==> config.mk <==
export PLATFORM = sky130hd
export DESIGN_NAME = reg_write_arbiter
export DESIGN_NICKNAME = d
export VERILOG_FILES = /design/src/rtl/reg_write_arbiter.sv
export SDC_FILE = /design/constraint.sdc
export NUM_CORES = 1
export LEC_CHECK = 0
export ABC_CLOCK_PERIOD_IN_PS = 1700
export CORE_MARGIN = 4
export CORE_UTILIZATION = 40
export CTS_CLUSTER_DIAMETER = 30
export DETAILED_ROUTE_END_ITERATION = 6
export GPL_ROUTABILITY_DRIVEN = 0
export GPL_TIMING_DRIVEN = 0
export PLACE_DENSITY = 0.76
export SYNTH_ARGS = -nofsm -noshare
export SYNTH_HDL_FRONTEND = slang
export SYNTH_SLANG_ARGS = --single-unit
export TNS_END_PERCENT = 5
==> constraint.sdc <==
create_clock -name clk -period 1.7 [get_ports clk]
set_input_delay 0.425 -clock clk [delete_from_list [all_inputs] [get_ports clk]]
set_output_delay 0.425 -clock clk [all_outputs]
set_load 0.1 [all_outputs]
==> src/rtl/reg_write_arbiter.sv <==
// Round-robin write arbiter in front of a shared WIDTH-bit register.
// One grant per slot; each write is followed by a programmable idle gap.
module reg_write_arbiter #(
  parameter int unsigned NREQ  = 4,
  parameter int unsigned WIDTH = 8,
  parameter int unsigned GAP   = 1,
  parameter int unsigned CNT_W = 16
) (
  input  logic                    clk,
  input  logic                    reset,
  input  logic [NREQ-1:0]         req,
  input  logic [NREQ*WIDTH-1:0]   wdata,
  output logic [NREQ-1:0]         gnt,
  output logic [WIDTH-1:0]        q,
  output logic [WIDTH-1:0]        q_bar,
  output logic [$clog2(NREQ)-1:0] owner,
  output logic                    valid,
  output logic [CNT_W-1:0]        wr_count
);

  localparam int unsigned IdxW = $clog2(NREQ);
  localparam logic [IdxW-1:0] LastIdx = IdxW'(NREQ - 1);

  typedef enum logic [1:0] {StIdle, StGrant, StHold} state_e;

  state_e          state_q;
  logic [IdxW-1:0] ptr_q;
  logic [IdxW-1:0] win_q;
  logic [3:0]      gap_q;

  logic [WIDTH-1:0] slot [NREQ];
  logic [IdxW-1:0]  cand;
  logic [IdxW-1:0]  pick;
  logic             found;

  for (genvar i = 0; i < NREQ; i++) begin : g_slot
    assign slot[i] = wdata[i*WIDTH +: WIDTH];
  end

  // First requester at or after ptr, wrapping modulo NREQ.
  always_comb begin
    found = 1'b0;
    pick  = ptr_q;
    cand  = ptr_q;
    for (int unsigned k = 0; k < NREQ; k++) begin
      cand = IdxW'((32'(ptr_q) + k) % NREQ);
      if (!found && req[cand]) begin
        found = 1'b1;
        pick  = cand;
      end
    end
  end

  always_ff @(posedge clk) begin
    if (reset) begin
      state_q  <= StIdle;
      ptr_q    <= '0;
      win_q    <= '0;
      gap_q    <= '0;
      gnt      <= '0;
      q        <= '0;
      owner    <= '0;
      valid    <= 1'b0;
      wr_count <= '0;
    end else begin
      case (state_q)
        StIdle: begin
          if (found) begin
            win_q   <= pick;
            gnt     <= NREQ'(1) << pick;
            state_q <= StGrant;
          end else begin
            gnt <= '0;
          end
        end
        StGrant: begin
          q     <= slot[win_q];
          owner <= win_q;
          valid <= 1'b1;
          if (wr_count != '1) begin
            wr_count <= wr_count + CNT_W'(1);
          end
          ptr_q   <= (win_q == LastIdx) ? '0 : win_q + IdxW'(1);
          gnt     <= '0;
          gap_q   <= 4'(GAP);
          state_q <= StHold;
        end
        StHold: begin
          gnt <= '0;
          if (gap_q <= 4'd1) begin
            gap_q   <= '0;
            state_q <= StIdle;
          end else begin
            gap_q <= gap_q - 4'd1;
          end
        end
        default: begin
          gnt     <= '0;
          state_q <= StIdle;
        end
      endcase
    end
  end

  assign q_bar = ~q;

endmodule

## After elaboration in Yosys (flattened, before gate mapping)

Index checks and enable logic that the tools add are counted.
Widths: inputs -> output; s select.

- Input port bits: 38
- Memory bits (read-only): 0
- Bits in writable memories: 0
- Bits in latches: 0
- Output and inout port bits: 39
- Word-level logic and storage cells: 68
- Memories kept: 0
- Register bits: 41

- Mux-type cells: 24
- Shifts and indexed selects: 1
- Multipliers: 0
- Equality and inequality tests: 6
- Magnitude comparators: 6
- Add/sub/neg operators: 6
- Bitwise operators: 4
- Div/mod/pow operators: 0
- Reduce and logical (&&, ||, !) cells: 12

Operators with widths:

| cell | count |
|---|---|
| $add 16x1->16 const B | 1 |
| $bmux 8 s2 | 1 |
| $mux 8 | 2 |
| $ne 16x16->1 const B | 1 |
| $lt 2x3->1 const B | 4 |
| $mux 2 | 6 |
| $bmux 1 s2 | 4 |
| $mux 1 | 8 |
| $not 8->8 | 1 |
| $pmux 4 s2 | 1 |
| $pmux 2 s3 | 1 |
| $reduce_and 2->1 | 3 |
| $add 2x1->2 const B | 2 |
| $add 2x2->2 const B | 2 |
| $eq 2x2->1 const B | 2 |
| $le 4x1->1 const B | 1 |
| $mux 4 | 1 |
| $ne 2x2->1 const B | 2 |
| $shl 1x2->4 const A | 1 |
| $sub 4x1->4 const B | 1 |
| $ge 3x3->1 const B | 1 |
| $logic_and 1x1->1 | 3 |
| $logic_not 1->1 | 3 |
| $not 2->3 | 1 |
| 5 further kinds | 6 |

## Logic depth before layout (Yosys ltp)

Gate-level depths: netlist (run 1).

- Word-level depth: 14
- Depth in mapped cells: 8
- Gate-level depth less buffers: 6

## Least setup slack after synthesis (run 1)

No wires, ideal clock.

- Kind: register to register
- Start: register wr_count[1]
- End: register wr_count[12]
- Library setup time: 0.070 ns
- Cell stages (with the launch flop): 6
- Data required time: 1.630 ns
- Period minus slack after synthesis: 2.580 ns
- Arrival: 2.510 ns
- Path slack: -0.880 ns
- Buffers on the path: 0
- Cell sequence: dfxtp_1 ha_1 nand3_2 or4_4 or4_1 a21oi_1

- Cells in the longest elaborated chain, start to end: 2
- Elaborated cells between the ends (all ways): 3
- Classes of those cells: 1 x add/sub; 1 x eq/ne; 1 x reduce/logical

Ends and longest elaborated chain:

| what | line | source |
|---|---|---|
| from (decl) | 18 | `output logic [CNT_W-1:0] wr_count` |
| from (signal assigned) | 81 | `wr_count <= wr_count + CNT_W'(1);` |
| parallel branches: the longest is 2 deep, another holds $add 16x1->16 | -- |  |

Parallel ways; which one is timed is not known.
A chain may end at the register's enable or synchronous reset.

## Final worst setup path (run 1)

- Start: register state_q[1]
- End: register wr_count[13]

- Cells in the longest elaborated chain, start to end: 2

Ends and longest elaborated chain:

| what | line | source |
|---|---|---|
| from (decl) | 26 | `state_e state_q;` |
| from (signal assigned) | 56 | `state_q <= StIdle;` |
| from (signal assigned) | 71 | `state_q <= StGrant;` |
| from (signal assigned) | 86 | `state_q <= StHold;` |
| $eq 2x1->1 | 66 | `case (state_q)` |
| $reduce_and 2->1 (no source line) | -- |  |

Every way passes these cells.

==> run metrics, run 1 <==
Remaining Overflow, GRT 0; # hold bufs at CTS 0; Ant. Diodes 0; failing checks negative setup slack; routed length per instance around 14 um; Pins Over Slew Limit 0; antenna viol nets, final 0; Fin Clk Skew 0.00479 ns; vias per cell 5.41; Max Fanout on Critical Path 5; Ports 77; Tcrit/Tclk final 109%; global-route wire length before repair 9.27 mm; register area share after synthesis 38.2%; drt drc 0; Std-Cell Rows 26; r2r startpoint state_q[1]$_SDFFE_PP0P_; IO Port Bufs 76; number of global-route vias before repair between 2,000 and 2,500; Largest stage delay, worst path 0.39 ns; R2R Setup Slk -0.16 ns; count of final setup violators 8; via count 2,180; Worst-path clk slew 0.08 ns; Worst setup endpoint wr_count[13]$_SDFFE_PP0P_; largest buffer count on any clock path 2; PD cells 822 mW/mm^2; hold path cells 2; most frequent cells in the layout 33 x clkdlybuf4s50_1, 25 x nor2_1, 23 x a21oi_1, 22 x dfxtp_2, 19 x clkdlybuf4s15_2; cts bufs inserted 5; most common cell after layout, fill and taps aside clkdlybuf4s50_1; Min Clock Period, post-route 1.86 ns; global-route usage over all layers 18.3%; status complete, but fails checks; Syn Area/Cell 8.87 um^2; Hold Crit Class flop to flop; CP top delay family simple AND/OR/NAND/NOR gates; asr flop ratio synth 0%; Synthesis Warnings 0; Critical Path Sink Type flop; layout cells sized above 1 a little under two fifths; EDFF count, synth 0; DIE WIDTH roughly 80 um; Net count, final 377; Core Area between 0.005 and 0.006 mm^2; DIE AREA 0.00660 mm^2; arrival time at the worst endpoint 2.09 ns; initial antenna violation count 0; endpoints failing hold 0; area grow syn2layout 54.1%; DP HPWL 4.32 mm; Post-Synthesis Cell Area 0.00215 mm^2; worst r2r dst wr_count[13]$_SDFFE_PP0P_; share of Yosys cell area claimed by the top area cell type between 30% and 40%; Fmax achieved roughly 540 MHz; Setup TNS Final -0.601 ns; Fillers approximately 460; top post-synthesis cells by area dfxtp_1 38%, mux4_2 8.4%, a21oi_1 5.8%; WL final 5.67 mm; initial core utilization 41.8%; critical path buffer and inverter count 3; worst setup slack after layout -0.160 ns; leak pwr 0.00120 uW; pin count of the biggest net entering global routing 14; CP required 1.93 ns; Yosys reg bits just over 40; # H-tree levels 2; Synth cell types between 40 and 50; clock root buffer clkbuf_8; Top FF cell, synth dfxtp_1; critical path startpoint category flop; cells after synthesis 242; CP Launch Point state_q[1]$_SDFFE_PP0P_; Hold WS 0.492 ns; Worst-Margin Slew 0.662 ns; Synthesized Nets between 200 and 300; Reg2Reg Depth 8; max cap viols 0; Crit Path Category flop to flop; RSZ-0062 raised after global routing yes; Crit path depth 8; CP max stage cell or4_1; Initial DRC Count 97; critical path cell sequence inv_2 > ha_4 > buf_6 > and4_4 > nand4_1 > buf_4 > or4_1 > a21oi_1; Peak supply drop 605 uV; cell taking the most area after synthesis dfxtp_1; CTS tree built; First-pass DRT Iterations 4; Clk Latency, worst-skew pair about 0.3 ns; Slew headroom 55.9%; Die Height 81.3 um; # clock sinks 41
==> kinds of logic after synthesis <==
| kind of cell | count (synthesis) | share of synthesized area (%) |
|---|---|---|
| buffers and inverters | 29 | 5.36 |
| AOI/OAI and AO/OA | 53 | 14.6 |
| DFF | 41 | 38.2 |
| adders and majority gates | 7 | 4.08 |
| muxes | 20 | 14.0 |
| and+or+nand+nor | 92 | 23.7 |
==> sequential cells by signal, indices dropped and copies added (netlist names), 2 cells and up <==
name	count
gap_q	4
gnt	4
owner	2
ptr_q	2
q	8
state_q	2
win_q	2
wr_count	16
==> worst min-delay path: stages (launching register included) <==
cell     delay, ns
dfxtp_1       0.33
nor2_1        0.08
nor2_1        0.04
==> power breakdown <==
group | total [uW] | internal (uW) | switching, uW | leakage (uW)
Sequential | 1080 | 1020 | 64.1 | 0.000348
Combinational | 1000 | 339 | 661 | 0.000805
Clock | 636 | 284 | 353 | 0.0000439
==> how the worst min path moves through the flow <==
| stage | end | slack [ns] | from |
|---|---|---|---|
| finish | valid$_SDFFE_PP0P_ | 0.49 | valid$_SDFFE_PP0P_ |
| global route | valid$_SDFFE_PP0P_ | 0.52 | valid$_SDFFE_PP0P_ |
| CTS | valid$_SDFFE_PP0P_ | 0.49 | valid$_SDFFE_PP0P_ |
| detailed placement | valid$_SDFFE_PP0P_ | 0.47 | valid$_SDFFE_PP0P_ |
| global placement | valid$_SDFFE_PP0P_ | 0.46 | valid$_SDFFE_PP0P_ |
| floorplan | gap_q[1]$_SDFFE_PP0P_ | 0.45 | gap_q[1]$_SDFFE_PP0P_ |
==> cell usage after synthesis, types with 2 or more instances <==
| library cell | n |
|---|---|
| a21o_1 | 3 |
| a21oi_1 | 25 |
| and2_1 | 2 |
| and3_1 | 2 |
| buf_2 | 2 |
| clkbuf_1 | 6 |
| dfxtp_1 | 41 |
| ha_1 | 7 |
| inv_1 | 18 |
| mux2i_1 | 12 |
| mux4_2 | 8 |
| nand2_1 | 10 |
| nand2b_1 | 3 |
| nand3_1 | 5 |
| nand4_1 | 5 |
| nor2_1 | 25 |
| nor2b_1 | 3 |
| nor3_1 | 10 |
| o21ai_0 | 10 |
| o31ai_1 | 7 |
| or3_1 | 10 |
| or4_1 | 7 |
==> area by class of cell <==
type / instances / area, um^2 / share of cell area, %
buffer: 10 / 61.3 / 1.85
clock buffer: 5 / 68.8 / 2.08
clock inverter: 3 / 17.5 / 0.529
inverter: 19 / 101 / 3.06
multi-input combinational: 172 / 1290 / 39.1
sequential: 41 / 871 / 26.3
tap: 70 / 87.6 / 2.65
timing repair buffer: 83 / 810 / 24.5
==> what timing repair did <==
action | in CTS | in global routing
cloned | 0 | 0
pin swaps | 8 | 5
endpoints found under the setup margin | 75 | 50
gates resized for setup | 135 | 36
endpoints found under the hold margin | 0 | 0
buffers inserted | 0 | 7
==> per-stage QoR <==
step	total power, uW	setup WS (ns)	area (um^2)	cells	util, %
floorplan	1810	-0.263	2230	242	-
global placement	2080	-0.424	3080	388	60.0
detailed placement	2090	-0.432	3080	388	60.0
CTS	2730	-0.256	3260	396	63.4
global route	2850	-0.284	3310	403	64.4
finish	2720	-0.160	3310	403	64.4
==> routing by layer <==
layer	vias to the layer above	routed length [um]	GRT usage, %
met5	-	0	0
li1	1066	-	-
met2	72	2790	32.4
met1	1033	2320	19.9
met3	9	467	6.21
met4	0	97	6.93
Note: power is estimated with default switching activity, not from simulation.
==> run 2, diff against run 1 <==
- PLACE_DENSITY: 0.76 -> 0.86
- TNS_END_PERCENT: 5 -> 100
==> run 2 against run 1 <==
  * First-iteration DRC count decreased by 8.2%
  * Flip-flop and latch count did not move
  * Core utilization rose by 4.2 points
  * Die area unchanged
  * Register-to-register slack improved by 0.07 ns
  * Largest power group unchanged
  * Largest cell class unchanged
  * Wire length increased by 6.0%
  * The flow still finishes with violations (negative setup slack)
==> run metrics, run 2 (synthesis results as in run 1) <==
status complete, but fails checks; failing checks negative setup slack; CTS tree built; Max Fanout on Critical Path 5 (unchanged); Ant. Diodes 0 (unchanged); Crit Path Category flop to flop; DP HPWL 4.21 mm (-2.6%); WL final 6.01 mm (+6.0%); endpoints failing hold 0 (unchanged); max cap viols 0 (unchanged); Initial DRC Count 89 (-8.2%); clock group share of total power 27.5% (+4.1 points); initial core utilization 41.8% (unchanged); drt drc 0 (unchanged); Tcrit/Tclk final 105% (-4.0 points); Worst setup endpoint wr_count[12]$_SDFFE_PP0P_; DIE WIDTH 81.3 um (unchanged); RSZ-0062 raised after global routing yes; r2r startpoint wr_count[0]$_SDFFE_PP0P_; antenna viol nets, final 0 (unchanged); Slew headroom 62.4% (+6.5 points); Biggest register wr_count; worst hold start gap_q[1]$_SDFFE_PP0P_; Worst-path clk slew 0.08 ns (about the same); worst r2r dst wr_count[12]$_SDFFE_PP0P_; Pins Over Slew Limit 0 (unchanged); Cell Int Power 1830 uW (+12%); Hold WS 0.480 ns (-0.0120 ns); Fmax achieved 558 MHz (+3.8%); sequential power share 36.8% (-3.0 points); via count 2,201 (+0.96%); global-route wire length before repair 9.56 mm (+3.1%); number of flip-flops in the largest register 16 (unchanged); Reg2Reg Depth 5 (-3); Peak supply drop 612 uV (+1.2%); pin count of the biggest net entering global routing 14 (unchanged); Worst-Margin Slew 0.564 ns (-0.0977 ns); most common cell after layout, fill and taps aside clkdlybuf4s50_1; Fin Clk Skew 0.00695 ns (+0.00217 ns); arrival time at the worst endpoint 2.02 ns (-0.07 ns); largest buffer count on any clock path 2 (unchanged); Std-Cell Rows 26 (unchanged); R2R Setup Slk -0.09 ns (+0.07 ns); cts bufs inserted 5 (unchanged); initial antenna violation count 0 (unchanged); Remaining Overflow, GRT 0 (unchanged); layout cells sized above 1 40.2% (+2.9 points); First-pass DRT Iterations 4 (unchanged); Sw Pwr 1070 uW (-0.67%); CP Launch Point wr_count[0]$_SDFFE_PP0P_; count of final setup violators 5 (-3); Placement Setup Slack -0.404 ns (+0.0279 ns); routed length per instance 14.6 um (+3.9%); Critical Path Sink Type flop; area grow syn2layout 64.1%; clock root buffer clkbuf_8; DIE AREA 0.00660 mm^2 (unchanged); final core occ 68.5% (+4.2 points); combinational power share 35.7% (-1.1 points); CP required 1.93 ns (about the same); number of global-route vias before repair 2,199 (+4.4%); Clk Latency, worst-skew pair 0.29 ns (about the same); leak pwr 0.00129 uW (+7.5%); Core Area 0.00514 mm^2 (unchanged); # clock sinks 41 (unchanged); most frequent cells in the layout 33 x clkdlybuf4s50_1, 27 x clkdlybuf4s15_2, 25 x nor2_1, 21 x a21oi_1, 19 x dfxtp_4; overall power 2900 uW (+6.8%); Hold Crit Class flop to flop; Sw Share 36.9% (-2.8 points); Min Clock Period, post-route 1.79 ns (-0.0678 ns); worst setup slack after layout -0.0926 ns (+0.0678 ns); PD cells 824 mW/mm^2 (+0.33%); global-route usage over all layers 18.2% (about the same); # H-tree levels 2 (unchanged); Die Height 81.3 um (unchanged); Ports 77 (unchanged); largest registers wr_count (16), q (8); Net count, final 385 (+2.1%); critical path startpoint category flop; vias per cell 5.36 (-1.0%); IO Port Bufs 76 (unchanged); # hold bufs at CTS 0 (unchanged)
==> run 2: cell types whose count changed in the layout (fill, tap and decap cells not counted), sizes merged <==
| cell | previous run | this run |
|---|---|---|
| clkinv | 2 | 1 |
| clkinvlp | 9 | 8 |
| clkdlybuf4s15 | 19 | 27 |
| clkbuf | 12 | 14 |
| buf | 16 | 22 |
| clkdlybuf4s18 | 14 | 8 |
==> run 2: critical path: stages (launching register included) <==
cell	delay [ns]
dfxtp_4	0.36
ha_4	0.14
nand3_4	0.09
or4_4	0.58
or4_4	0.43
a21oi_2	0.12
==> run 2: how the worst min path moves through the flow <==
stage	endpoint	slack [ns]	depth (start not counted)
6_report	gap_q[1]$_SDFFE_PP0P_	0.48	2
5_1_grt	gap_q[1]$_SDFFE_PP0P_	0.50	2
4_1_cts	valid$_SDFFE_PP0P_	0.48	2
3_5_place_dp	valid$_SDFFE_PP0P_	0.46	2
3_3_place_gp	valid$_SDFFE_PP0P_	0.45	2
2_1_floorplan	gap_q[1]$_SDFFE_PP0P_	0.45	2
==> run 2: layout make-up <==
class                      count  area [um^2]
buffer                         8         52.6
clock buffer                   7          119
clock inverter                 1         5.00
fill                         419         1620
inverter                      19          104
multi-input combinational    172         1340
sequential                    41          903
tap                           70         87.6
timing repair buffer          93          908
==> run 2: timing repair <==
action,CTS,global route
gates resized for setup,138,40
pin swaps,7,15
setup endpoints to repair,68,48
setup buffers,10,7
==> run 2: routing by layer <==
metal	GRT usage, %	vias to the layer above	part of all wire [%]
met2	34.2	78	55
met1	19.8	1037	39
li1	-	1079	-
met5	0	-	0
met3	4.66	7	6.0
met4	5.57	0	0.93
==> run 2: through the flow <==
step | instances | area [um^2] | TNS (ns)
floorplan | 242 | 2270 | -2.08
global placement | 388 | 3120 | -17.55
detailed placement | 388 | 3120 | -18.73
CTS | 405 | 3400 | -1.04
global route | 411 | 3520 | -0.713
finish | 411 | 3520 | -0.255
==> run 2: power by group through the flow <==
| stage | combinational [uW] | clock, uW | sequential (uW) |
|---|---|---|---|
| 6_report | 1040 | 799 | 1070 |
| 5_1_grt | 1100 | 856 | 1080 |
| 4_1_cts | 1030 | 810 | 1070 |
| 3_5_place_dp | 990 | 0 | 1090 |
| 3_3_place_gp | 972 | 0 | 1090 |
| 2_1_floorplan | 455 | 0 | 1350 |
==> run 3, diff against run 2 <==
- CORE_UTILIZATION: 40 -> 50
- DONT_BUFFER_PORTS: unset -> 1
- GPL_ROUTABILITY_DRIVEN: 0 -> unset
- PLACE_DENSITY: 0.86 -> 0.78
==> run 3 against run 2 <==
  * The flow still finishes with violations (negative setup slack)
  * Wire length shrank 15%
  * Combinational power shrank 48%
  * Hold slack lost 0.17 ns
  * Cell count shrank 24%
  * Clock-buffer cell count shrank 1
  * Flip-flop and latch count is the same
  * Fmax shrank 12%
  * Non-clock buffer count shrank 80
  * Critical path depth is the same
  * Clock skew shrank 0.0036 ns
  * Power shrank 5.8%
  * Largest cell class unchanged
  * Largest power group unchanged
==> run metrics, run 3 (synthesis results as in run 1) <==
status complete, but fails checks; failing checks negative setup slack; Largest stage delay, worst path 0.57 ns (about the same); global-route wire length before repair 7.96 mm (-17%); Reg2Reg Depth 5 (unchanged); Tcrit/Tclk final 120% (+15 points); Initial DRC Count 69 (-22%); via count 1,896 (-14%); CP max stage cell dfxtp_4; initial antenna violation count 0 (unchanged); antenna viol nets, final 0 (unchanged); Hold WS 0.305 ns (-0.174 ns); worst setup slack after layout -0.346 ns (-0.253 ns); Hold Path Sink wr_count[1]$_SDFFE_PP0P_; # H-tree levels 2 (unchanged); CP required 1.92 ns (about the same); Min Clock Period, post-route 2.05 ns (+0.253 ns); drt drc 0 (unchanged); IO Port Bufs 0 (-100%); Ant. Diodes 0 (unchanged); Ports 77 (unchanged); Setup TNS Final -3.71 ns (-3.45 ns); Worst-Margin Slew 0.945 ns (+0.381 ns); DIE WIDTH 73.5 um (-9.5%); Crit Path Category flop to flop; global-route usage over all layers 18.9% (+0.66 points); DIE AREA 0.00541 mm^2 (-18%); Clk Latency, worst-skew pair 0.29 ns (about the same); Peak supply drop 859 uV (+40%); Hold Crit Class input port to flop; pin count of the biggest net entering global routing 14 (unchanged); largest buffer count on any clock path 2 (unchanged); First-pass DRT Iterations 4 (unchanged); R2R Setup Slk -0.35 ns (-0.25 ns); Slew headroom 36.9% (-25 points); largest registers wr_count (16), q (8); leak pwr 0.000921 uW (-28%); GPL Wtd Cong 0.774; RSZ-0062 raised after global routing yes; Net count, final 305 (-21%); r2r startpoint wr_count[0]$_SDFFE_PP0P_; Fin Clk Skew 0.00337 ns (-0.00359 ns); DP Area 0.00234 mm^2 (-25%); Biggest register wr_count; max cap viols 0 (unchanged); number of flip-flops in the largest register 16 (unchanged); CP most frequent cell or4_4; Remaining Overflow, GRT 0 (unchanged); vias per cell 6.10 (+14%); endpoints failing hold 0 (unchanged); overall power 2740 uW (-5.8%); count of final setup violators 24 (+19); Fmax achieved 489 MHz (-12%); Pins Over Slew Limit 0 (unchanged); Max Fanout on Critical Path 6 (+1); hold path cells 2 (unchanged); worst r2r dst wr_count[12]$_SDFFE_PP0P_; critical path buffer and inverter count 0 (unchanged); most common cell after layout, fill and taps aside nor2_1; most frequent cells in the layout 25 x nor2_1, 23 x a21oi_1, 23 x dfxtp_4, 12 x mux2i_1, 12 x dfxtp_1; WL final 5.12 mm (-15%); CTS tree built; clock root buffer clkbuf_8; critical path cell sequence ha_4 > nand3_4 > or4_4 > or4_4 > a21oi_2; # hold bufs at CTS 0 (unchanged); worst hold start reset; area grow syn2layout 23.4%; critical path startpoint category flop; CP top delay family simple AND/OR/NAND/NOR gates; Post-Place Cells 292 (-25%); DP HPWL 3.60 mm (-15%); PD cells 1030 mW/mm^2 (+25%); Std-Cell Rows 23 (-12%); Post-Layout Cell Count 311 (-24%); arrival time at the worst endpoint 2.27 ns (+0.25 ns); routed length per instance 16.5 um (+13%); layout cells sized above 1 32.6% (-7.6 points); Fillers 345 (-18%); Core Area 0.00409 mm^2 (-20%); Die Height 73.5 um (-9.5%); Critical Path Sink Type flop; Layout Cell Area excl Fill 0.00265 mm^2 (-25%); cts bufs inserted 5 (unchanged); number of global-route vias before repair 1,752 (-20%); Worst-path clk slew 0.08 ns (about the same); # clock sinks 41 (unchanged); initial core utilization 52.5% (+11 points)
run 3: cell count changes in the layout (fill, tap and decap cells not counted), moves of 2 or more:
cell	change
clkdlybuf4s50_1	-33
clkdlybuf4s15_2	-27
clkdlybuf4s18_2	-8
buf_4	-7
dfxtp_4	+4
buf_2	-3
dfxtp_2	-3
a21oi_1	+2
a21oi_2	-2
buf_6	+2
clkbuf_1	+2
clkbuf_2	-2
dlygate4sd2_1	-2
dlymetal6s2s_1	-2
run 3: per-stage QoR:
step	worst slack (ns)	util (%)
after CTS	-0.331	62.9
final	-0.346	64.9
after floorplan	-0.247	-
after global placement	-0.505	57.2
after detailed placement	-0.484	57.2
after global routing	-0.393	64.9
run 3: cell type report:
class	instances	area, um^2	area share [%]
sequential	41	915	34.5
inverter	19	101	3.82
clock inverter	2	35.0	1.32
timing repair buffer	11	87.6	3.31
buffer	10	57.6	2.17
multi-input combinational	172	1300	49.0
tap	50	62.6	2.36
clock buffer	6	93.8	3.54
run 3: per-layer routing:
layer	global-route usage [%]	share of wire (%)
met1	21.6	40
met2	32.1	49
met3	6.98	9.2
met4	7.04	1.7
met5	0	0
run 3: worst max-delay path by stage:
stage,cells after the start,slack (ns),to,from
floorplan,5,-0.25,wr_count[12]$_SDFFE_PP0P_,wr_count[1]$_SDFFE_PP0P_
global placement,5,-0.50,wr_count[5]$_SDFFE_PP0P_,wr_count[12]$_SDFFE_PP0P_
detailed placement,5,-0.48,wr_count[5]$_SDFFE_PP0P_,wr_count[12]$_SDFFE_PP0P_
CTS,5,-0.33,wr_count[12]$_SDFFE_PP0P_,wr_count[1]$_SDFFE_PP0P_
global route,5,-0.39,wr_count[12]$_SDFFE_PP0P_,wr_count[0]$_SDFFE_PP0P_
finish,5,-0.35,wr_count[12]$_SDFFE_PP0P_,wr_count[0]$_SDFFE_PP0P_
run 3: power by group:
group	switching [uW]	internal [uW]	leakage, uW
clock network	332	524	0.0000663
registers	336	1010	0.000354
logic	349	188	0.000501
total	1020	1720	0.000921
run 3: repair_timing:
action                     CTS  global route
pin swaps                    4             7
hold endpoints to repair     0             0
buffers inserted             5             5
setup endpoints to repair   35            27
gates cloned                 1             0
gates resized for setup     19            13
